[src/rtl/auth_session_ctrl_pkg.sv]
// rtl/auth_session_ctrl_pkg.sv - session sequencer states, defaults and authenticator status encodings
package auth_session_ctrl_pkg;

  localparam int unsigned DEF_NUM_ACCOUNTS   = 10;
  localparam int unsigned DEF_MAX_TRIES      = 3;
  localparam int unsigned DEF_TIMEOUT_CYCLES = 1000;
  localparam int unsigned IDX_W              = 4;
  localparam int unsigned PIN_W              = 16;

  typedef logic [2:0] auth_state_t;

  localparam auth_state_t S_IDLE     = 3'd0;
  localparam auth_state_t S_LOOKUP   = 3'd1;
  localparam auth_state_t S_WAIT_PIN = 3'd2;
  localparam auth_state_t S_CHECK    = 3'd3;
  localparam auth_state_t S_ACTIVE   = 3'd4;

  localparam logic [1:0] ACCOUNT_FOUND         = 2'b01;
  localparam logic [1:0] ACCOUNT_AUTHENTICATED = 2'b10;

  function automatic logic [1:0] pack_status(input logic found, input logic ok);
    return {ok, found};
  endfunction

endpackage

[src/rtl/auth_session_ctrl_session_timer.sv]
// rtl/auth_session_ctrl_session_timer.sv - inactivity counter for the timed session states
module auth_session_ctrl_session_timer #(
  parameter int unsigned TIMEOUT_CYCLES = 1000
) (
  input  logic clk,
  input  logic rst,
  input  logic enable,
  input  logic clear,
  output logic expired
);

  localparam int unsigned CNT_W = $clog2(TIMEOUT_CYCLES);
  localparam logic [CNT_W-1:0] LAST = CNT_W'(TIMEOUT_CYCLES - 1);

  logic [CNT_W-1:0] count_q, count_d;

  // Held at zero outside the timed states, so every entry starts a fresh count.
  always_comb begin
    count_d = count_q + CNT_W'(1);
    if (!enable || clear) count_d = '0;
  end

  assign expired = enable && !clear && (count_q == LAST);

  always_ff @(posedge clk) begin
    if (rst) count_q <= '0;
    else     count_q <= count_d;
  end

endmodule

[src/rtl/auth_session_ctrl.sv]
// rtl/auth_session_ctrl.sv - card/PIN session sequencer with per-account lockout and inactivity timeout
module auth_session_ctrl
  import auth_session_ctrl_pkg::*;
#(
  parameter int unsigned NUM_ACCOUNTS   = DEF_NUM_ACCOUNTS,
  parameter int unsigned MAX_TRIES      = DEF_MAX_TRIES,
  parameter int unsigned TIMEOUT_CYCLES = DEF_TIMEOUT_CYCLES
) (
  input  logic             clk,
  input  logic             rst,
  input  logic             card_valid,
  input  logic [IDX_W-1:0] card_acc_num,
  input  logic             pin_valid,
  input  logic [PIN_W-1:0] pin_in,
  input  logic             user_activity,
  input  logic             logout,
  input  logic             admin_unlock,
  input  logic [IDX_W-1:0] unlock_index,
  output logic [IDX_W-1:0] auth_acc_num,
  output logic [PIN_W-1:0] auth_pin,
  input  logic [IDX_W-1:0] auth_acc_index,
  input  logic             auth_found,
  input  logic             auth_ok,
  output logic             session_active,
  output logic [IDX_W-1:0] session_index,
  output logic [1:0]       tries_left,
  output logic             card_reject,
  output logic             pin_reject,
  output logic             acct_locked,
  output logic             timeout_evt
);

  auth_state_t             state_q, state_d;
  logic [IDX_W-1:0]        acc_q, acc_d, index_q, index_d;
  logic [PIN_W-1:0]        pin_q, pin_d;
  logic                    active_q, active_d;
  logic [1:0]              tries_q, tries_d;
  logic                    crej_q, crej_d, prej_q, prej_d, locked_q, locked_d, tmo_q, tmo_d;
  logic [NUM_ACCOUNTS-1:0] lock_q, lock_d;

  logic       expired, timer_en, timer_clr, to_idle, found, ok, idx_locked;
  logic [1:0] status;

  assign status     = pack_status(auth_found, auth_ok);
  assign found      = |(status & ACCOUNT_FOUND);
  assign ok         = |(status & ACCOUNT_AUTHENTICATED);
  assign idx_locked = (32'(auth_acc_index) < NUM_ACCOUNTS) && lock_q[auth_acc_index];
  assign timer_en   = (state_q == S_WAIT_PIN) || (state_q == S_ACTIVE);
  assign timer_clr  = user_activity || ((state_q == S_WAIT_PIN) && pin_valid);

  auth_session_ctrl_session_timer #(.TIMEOUT_CYCLES(TIMEOUT_CYCLES)) u_timer (
    .clk     (clk),
    .rst     (rst),
    .enable  (timer_en),
    .clear   (timer_clr),
    .expired (expired)
  );

  always_comb begin
    state_d  = state_q;
    acc_d    = acc_q;
    pin_d    = pin_q;
    index_d  = index_q;
    active_d = active_q;
    tries_d  = tries_q;
    crej_d   = 1'b0;
    prej_d   = 1'b0;
    locked_d = 1'b0;
    tmo_d    = 1'b0;
    to_idle  = 1'b0;
    lock_d   = lock_q;
    // Unlock is applied first so a lock set by a failing CHECK overrides it.
    if (admin_unlock && (32'(unlock_index) < NUM_ACCOUNTS)) lock_d[unlock_index] = 1'b0;
    case (state_q)
      S_IDLE: if (card_valid) begin
        acc_d   = card_acc_num;
        pin_d   = '0;
        state_d = S_LOOKUP;
      end
      S_LOOKUP: begin
        if (!found) begin
          crej_d  = 1'b1;
          state_d = S_IDLE;
        end else if (idx_locked) begin
          locked_d = 1'b1;
          state_d  = S_IDLE;
        end else begin
          index_d = auth_acc_index;
          tries_d = 2'(MAX_TRIES);
          state_d = S_WAIT_PIN;
        end
      end
      S_WAIT_PIN: begin
        if (logout) to_idle = 1'b1;
        else if (pin_valid) begin
          pin_d   = pin_in;
          state_d = S_CHECK;
        end else if (expired) begin
          tmo_d   = 1'b1;
          to_idle = 1'b1;
        end
      end
      S_CHECK: begin
        if (ok) begin
          active_d = 1'b1;
          state_d  = S_ACTIVE;
        end else if (tries_q <= 2'd1) begin
          lock_d[index_q] = 1'b1;
          locked_d        = 1'b1;
          to_idle         = 1'b1;
        end else begin
          tries_d = tries_q - 2'd1;
          prej_d  = 1'b1;
          state_d = S_WAIT_PIN;
        end
      end
      S_ACTIVE: begin
        if (logout) to_idle = 1'b1;
        else if (expired) begin
          tmo_d   = 1'b1;
          to_idle = 1'b1;
        end
      end
      default: state_d = S_IDLE;
    endcase
    if (to_idle) begin
      state_d  = S_IDLE;
      active_d = 1'b0;
      tries_d  = 2'd0;
      pin_d    = '0;
    end
  end

  always_ff @(posedge clk) begin
    if (rst) begin
      state_q  <= S_IDLE;
      acc_q    <= '0;
      pin_q    <= '0;
      index_q  <= '0;
      active_q <= 1'b0;
      tries_q  <= 2'd0;
      crej_q   <= 1'b0;
      prej_q   <= 1'b0;
      locked_q <= 1'b0;
      tmo_q    <= 1'b0;
      lock_q   <= '0;
    end else begin
      state_q  <= state_d;
      acc_q    <= acc_d;
      pin_q    <= pin_d;
      index_q  <= index_d;
      active_q <= active_d;
      tries_q  <= tries_d;
      crej_q   <= crej_d;
      prej_q   <= prej_d;
      locked_q <= locked_d;
      tmo_q    <= tmo_d;
      lock_q   <= lock_d;
    end
  end

  assign auth_acc_num   = acc_q;
  assign auth_pin       = pin_q;
  assign session_active = active_q;
  assign session_index  = index_q;
  assign tries_left     = tries_q;
  assign card_reject    = crej_q;
  assign pin_reject     = prej_q;
  assign acct_locked    = locked_q;
  assign timeout_evt    = tmo_q;

endmodule
[config.mk]
export PLATFORM = sky130hd
export DESIGN_NAME = auth_session_ctrl
export DESIGN_NICKNAME = d
export VERILOG_FILES = /design/src/rtl/auth_session_ctrl_pkg.sv /design/src/rtl/auth_session_ctrl_session_timer.sv /design/src/rtl/auth_session_ctrl.sv
export SDC_FILE = /design/constraint.sdc
export NUM_CORES = 1
export LEC_CHECK = 0
export ABC_AREA = 1
export BUFFER_PORTS_ARGS = -buffer_cell sky130_fd_sc_hd__buf_2
export CORE_AREA = 2 2 70 72
export DETAILED_ROUTE_END_ITERATION = 8
export DIE_AREA = 0 0 72 74
export GPL_ROUTABILITY_DRIVEN = 0
export PLACE_DENSITY = 0.83
export SLEW_MARGIN = 10
export SYNTH_ARGS = -nofsm -noshare
export SYNTH_HDL_FRONTEND = slang
export SYNTH_SLANG_ARGS = --single-unit
[constraint.sdc]
create_clock -name clk -period 3.5 [get_ports clk]
set_input_delay 1.05 -clock clk [delete_from_list [all_inputs] [get_ports clk]]
set_output_delay 1.05 -clock clk [all_outputs]
set_load 0.02 [all_outputs]
## Yosys cells after proc, flatten, opt, wreduce, memory -nomap -nowiden

Cells that the tools add are included.

| word-level totals | value |
|---|---|
| register bits | 54 |
| logic and storage cells | 109 |

| cells by class | value |
|---|---|
| add/subtract/negate cells | 2 |
| magnitude comparators | 8 |
| equality and inequality tests | 13 |
| multiplexer cells | 42 |
| bitwise logic cells | 7 |
| reduce and logical (&&, ||, !) cells | 25 |

Operators by type and width:

| kind | count |
|---|---|
| $mux 16 | 3 |
| $mux 10 | 4 |
| $pmux 16 s2 | 1 |
| $lt 4x5->1 const B | 3 |
| $mux 1 | 15 |
| $mux 3 | 5 |
| $pmux 3 s5 | 1 |
| $ne 2x2->1 const B | 7 |
| $mux 2 | 6 |
| $add 10x1->10 const B | 1 |
| $and 10x10->10 | 1 |
| $eq 10x10->1 const B | 1 |
| $not 10->10 | 1 |
| $or 10x10->10 | 1 |
| $reduce_and 5->1 | 2 |
| $demux 1 s4 | 2 |
| $ge 4x1->1 const B | 2 |
| $lt 4x4->1 const B | 2 |
| $logic_and 1x1->1 | 7 |
| $eq 3x2->1 const B | 2 |
| $reduce_or 2->1 | 3 |
| $bmux 1 s4 | 1 |
| $not 1->1 | 4 |
| $pmux 1 s2 | 2 |
| other kinds (15) | 20 |

## Longest topological paths before layout

| logic depth | value |
|---|---|
| depth after elaboration | 11 |
| mapped depth | 10 |
| gate-level depth less buffers | 10 |

## Cells and area by module

A second synthesis with hierarchy kept.

| unflattened totals | value |
|---|---|
| cell total of the unflattened synthesis | 334 |
| area, all modules | 2,523.7 um2 |

Modules (own cells, without submodules):

| module | instances | cells each | area an instance (um2) | seq. area each (um2) |
|---|---|---|---|---|
| auth_session_ctrl | 1 | 273 | 2,052.0 | 880.8 |
| auth_session_ctrl_session_timer | 1 | 61 | 471.7 | 200.2 |

## Least setup slack after synthesis

Ideal clock, no wire load.

| path | value |
|---|---|
| path type | in2reg |
| start | input card_valid |
| end | register pin_q[10], in the netlist auth_pin[10] |
| data arrival time | 1.959 ns |
| required time | 3.434 ns |
| path slack | 1.475 ns |
| cell stages on the path | 7 |
| cells stage by stage | nand4_2 o21ai_0 inv_2 nor2_4 buf_4 nand3_1 a21oi_2 |

| between the ends | value |
|---|---|
| cells in the longest elaborated chain, start to end | 2 |

Ends and longest elaborated chain:

| item | line | RTL |
|---|---|---|
| start, declared | auth_session_ctrl.sv:11 | `input logic card_valid,` |
| $ne 2x2->1 (no line) | n/a |  |
| $reduce_and 4->1 (no line) | n/a |  |
| end signal, assigned | auth_session_ctrl.sv:150 | `pin_q <= pin_d;` |
| end, declared | auth_session_ctrl.sv:35 | `logic [PIN_W-1:0] pin_q, pin_d;` |

Every way passes these cells.
A chain may end at the register's enable or synchronous reset.

## Worst setup path in the final report

| path | value |
|---|---|
| start | input card_valid |
| end | register pin_q[12], in the netlist auth_pin[12] |

The elaborated chain is that of the path after synthesis.

==> flow_summary_export.csv <==
group,metric,value,unit
synth,synth_edf_count,0,
timing,setup_viol,0,
floorplan,die_w,72,µm
power_and_ir_drop,ir_drop,0.2340,mV
timing,final.setup.worst_slack,1.409,ns
synth,muxShareOfSynthArea,0,%
global_route,grt_max_degree,20,
power_and_ir_drop,power_density,411.9,nW/µm²
routing,routed_via_density,5.270,
timing,finalHoldViolCount,0,
timing,rsz0062_at_grt,"false",
placed_design,dp_hpwl,4.118,mm
routing,drtPass1Iterations,4,
final_layout,fill_cells,413,
clock_network,cts-resized-gates,0,
synth,yosysUniqueCellTypes,31,
critical_path,end_kind,"register",
routing,route.detailed.drc,0,
synth,synth_top_family_by_area,"simple AND/OR/NAND/NOR gates",
routing,ant_nets,0,
routing,wl_per_cell,12.02,µm
clock_network,ctsHoldBuffers,0,
routing,num_vias,2440,
global_route,grt_pass1_wl,9.183,mm
clock_network,cts_setup_buffers,0,
clock_network,clock_tree.root_cell,"clkbuf_8",
clock_network,numCtsBuffers,5,
floorplan,core_area,4598,µm²
timing,max_freq,478.3,MHz
synth,synthAdderAreaFrac,1.008,%
timing,worst_pin_slew,0.4412,ns
synth,syn_avg_cell_area,7.258,µm²
final_layout,syn_to_final_growth,18.85,%
final_layout,final_nets,447,
global_route,grtUsageTotal,21.74,%
synth,syn_nets,381,
placed_design,buffer_ports.inserted,67,
floorplan,die_area,5328,µm²
flow_run,cap_violations,0,
floorplan,die_h,74,µm
synth,synth_seq_cells,54,
floorplan,initial_core_util,53.99,%
synth,synth-main-ff-cell,"dfxtp_1",
clock_network,clk_latency,0.31,ns
synth,yosys.area_share.simple,28.98,%
global_route,antenna_found_initial,0,
synth,synth.area.top_cells,"dfxtp_1 44%, nand2_1 8.9%, a21oi_1 6.7%",
global_route,grt-ovfl-total,0,
timing,finalSetupTns,0,ns
floorplan,io_pins,68,
timing,min_period_over_period,59.74,%
critical_path,worstSetupStartpointType,"input port",
synth,ys_top_cells_by_count,"59 x nand2_1, 54 x dfxtp_1, 42 x nor2_1",
synth,synthXorXnorAreaFrac,0.3528,%
power_and_ir_drop,fin_total_pwr,1.215,mW
final_layout,num_antenna_cells,0,
clock_network,h-tree-depth,2,
critical_path,arrival,2.33,ns
timing,slew_violations,0,
synth,synth_compound_area_share,17.74,%
timing,slew_headroom,70.36,%
synth,synth-async-reset-ratio,0,%
clock_network,cts_sinks,54,
synth,syn_area,2482,µm²
status,outcome,"finished clean",
routing,drt_iter0_markers,87,
clock_network,clk_path_buf_depth,2,
synth,synth_top_area_cell,"dfxtp_1",
critical_path,crit_path_max_fanout,17,
critical_path,critPathKind,"in2reg",
routing,wl,5.563,mm
synth,yosysTopAreaCellShare,43.55,%
timing,finalCriticalPeriod,2.091,ns
power_and_ir_drop,power.leakage,1.272,nW
critical_path,crit_required,3.74,ns
clock_network,path_clk_slew,0.09,ns
synth,synth.most_common_cell,"nand2_1",
timing,skew,0.01184,ns
synth,seq_area_frac_synth,43.55,%
placed_design,preCtsSetupSlack,1.094,ns
final_layout,drive_above_1_share,23.96,%
synth,syn-instance-count,342,
floorplan,num_rows,25,
hold_path,min_path_type,"reg2reg",
synth,yosys_warnings,0,
clock_network,cts_tree,"yes",
global_route,first_global_vias,2143,
## cells in the final DEF, fill, tap and decap left out, types with 5 or more instances in the layout
cell type	n
a21oi_1	33
a21oi_2	9
buf_2	67
clkbuf_8	5
dfxtp_1	54
inv_1	38
nand2_1	59
nand3_1	33
nor2_1	42
nor3_1	9
o21ai_0	29
## sequential cells by signal, indices dropped and copies added, names as in the netlist
register / cells
tries_left: 2
session_index: 4
u_timer.count_q: 10
auth_acc_num: 4
lock_q: 10
auth_pin: 16
pin_reject: 1
timeout_evt: 1
state_q: 3
card_reject: 1
session_active: 1
acct_locked: 1
## final timing paths
path	startpoint	endpoint	slack (ns)	depth (start not counted)
max reg2reg	state_q[1]$_SDFFE_PP0P_	auth_pin[6]$_SDFFE_PP0P_	1.68	7
min	auth_acc_num[3]$_SDFFE_PP0P_	auth_acc_num[3]$_SDFFE_PP0P_	0.45	2
min reg2reg	auth_acc_num[3]$_SDFFE_PP0P_	auth_acc_num[3]$_SDFFE_PP0P_	0.45	2
max	card_valid	auth_pin[12]$_SDFFE_PP0P_	1.41	7
## final cells by class
type                            count  area [µm²]  share of cell area [%]
Clock inverter                      2       37.54                   1.272
Sequential cell                    54        1081                   36.64
Tap cell                           54       67.56                   2.290
Clock buffer                        6       72.57                   2.460
Timing Repair Buffer               67       335.3                   11.37
Inverter                           43       162.7                   5.513
Multi-Input combinational cell    237        1194                   40.46
## cells by family (layout without fill, tap and decap cells)
group	Yosys count	count (layout)
buffers and inverters	51	118
AO/OA/AOI/OAI	78	78
adder cells (fa/ha/maj)	2	2
XOR/XNOR	1	1
AND/OR/NAND/NOR	156	156
flip-flops	54	54
## power by group
group | leakage (nW) | switching (mW) | internal (mW)
sequential | 0.437 | 0.00958 | 0.629
clock | 0.0514 | 0.202 | 0.214
combinational | 0.783 | 0.110 | 0.0513
## metrics by stage
step / util [%] / std cells / hold WS [ns] / cell area (µm²)
after CTS: 64.16 / 463 / 0.4512 / 2950
final: 64.16 / 463 / 0.4495 / 2950
after global routing: 64.16 / 463 / 0.4685 / 2950
after floorplan: - / 342 / 0.4175 / 2482
after global placement: 61.77 / 455 / 0.4335 / 2840
after detailed placement: 61.77 / 455 / 0.4384 / 2840
## critical path: stages
cell and delay [ns]:
buf_2 0.09, nand4_2 0.21, o21ai_0 0.17, inv_2 0.16, nor2_4 0.34, nand3_1 0.16
a21oi_2 0.15
## layer usage
metal	vias to the layer above	share of wire (%)	global-route usage, %
met4	0	1.5	8.595
met5	-	0	0
li1	1254	-	-
met3	7	6.1	5.149
met1	1104	45	27.45
met2	75	48	36.32
Power figures use the tool's default switching activity.
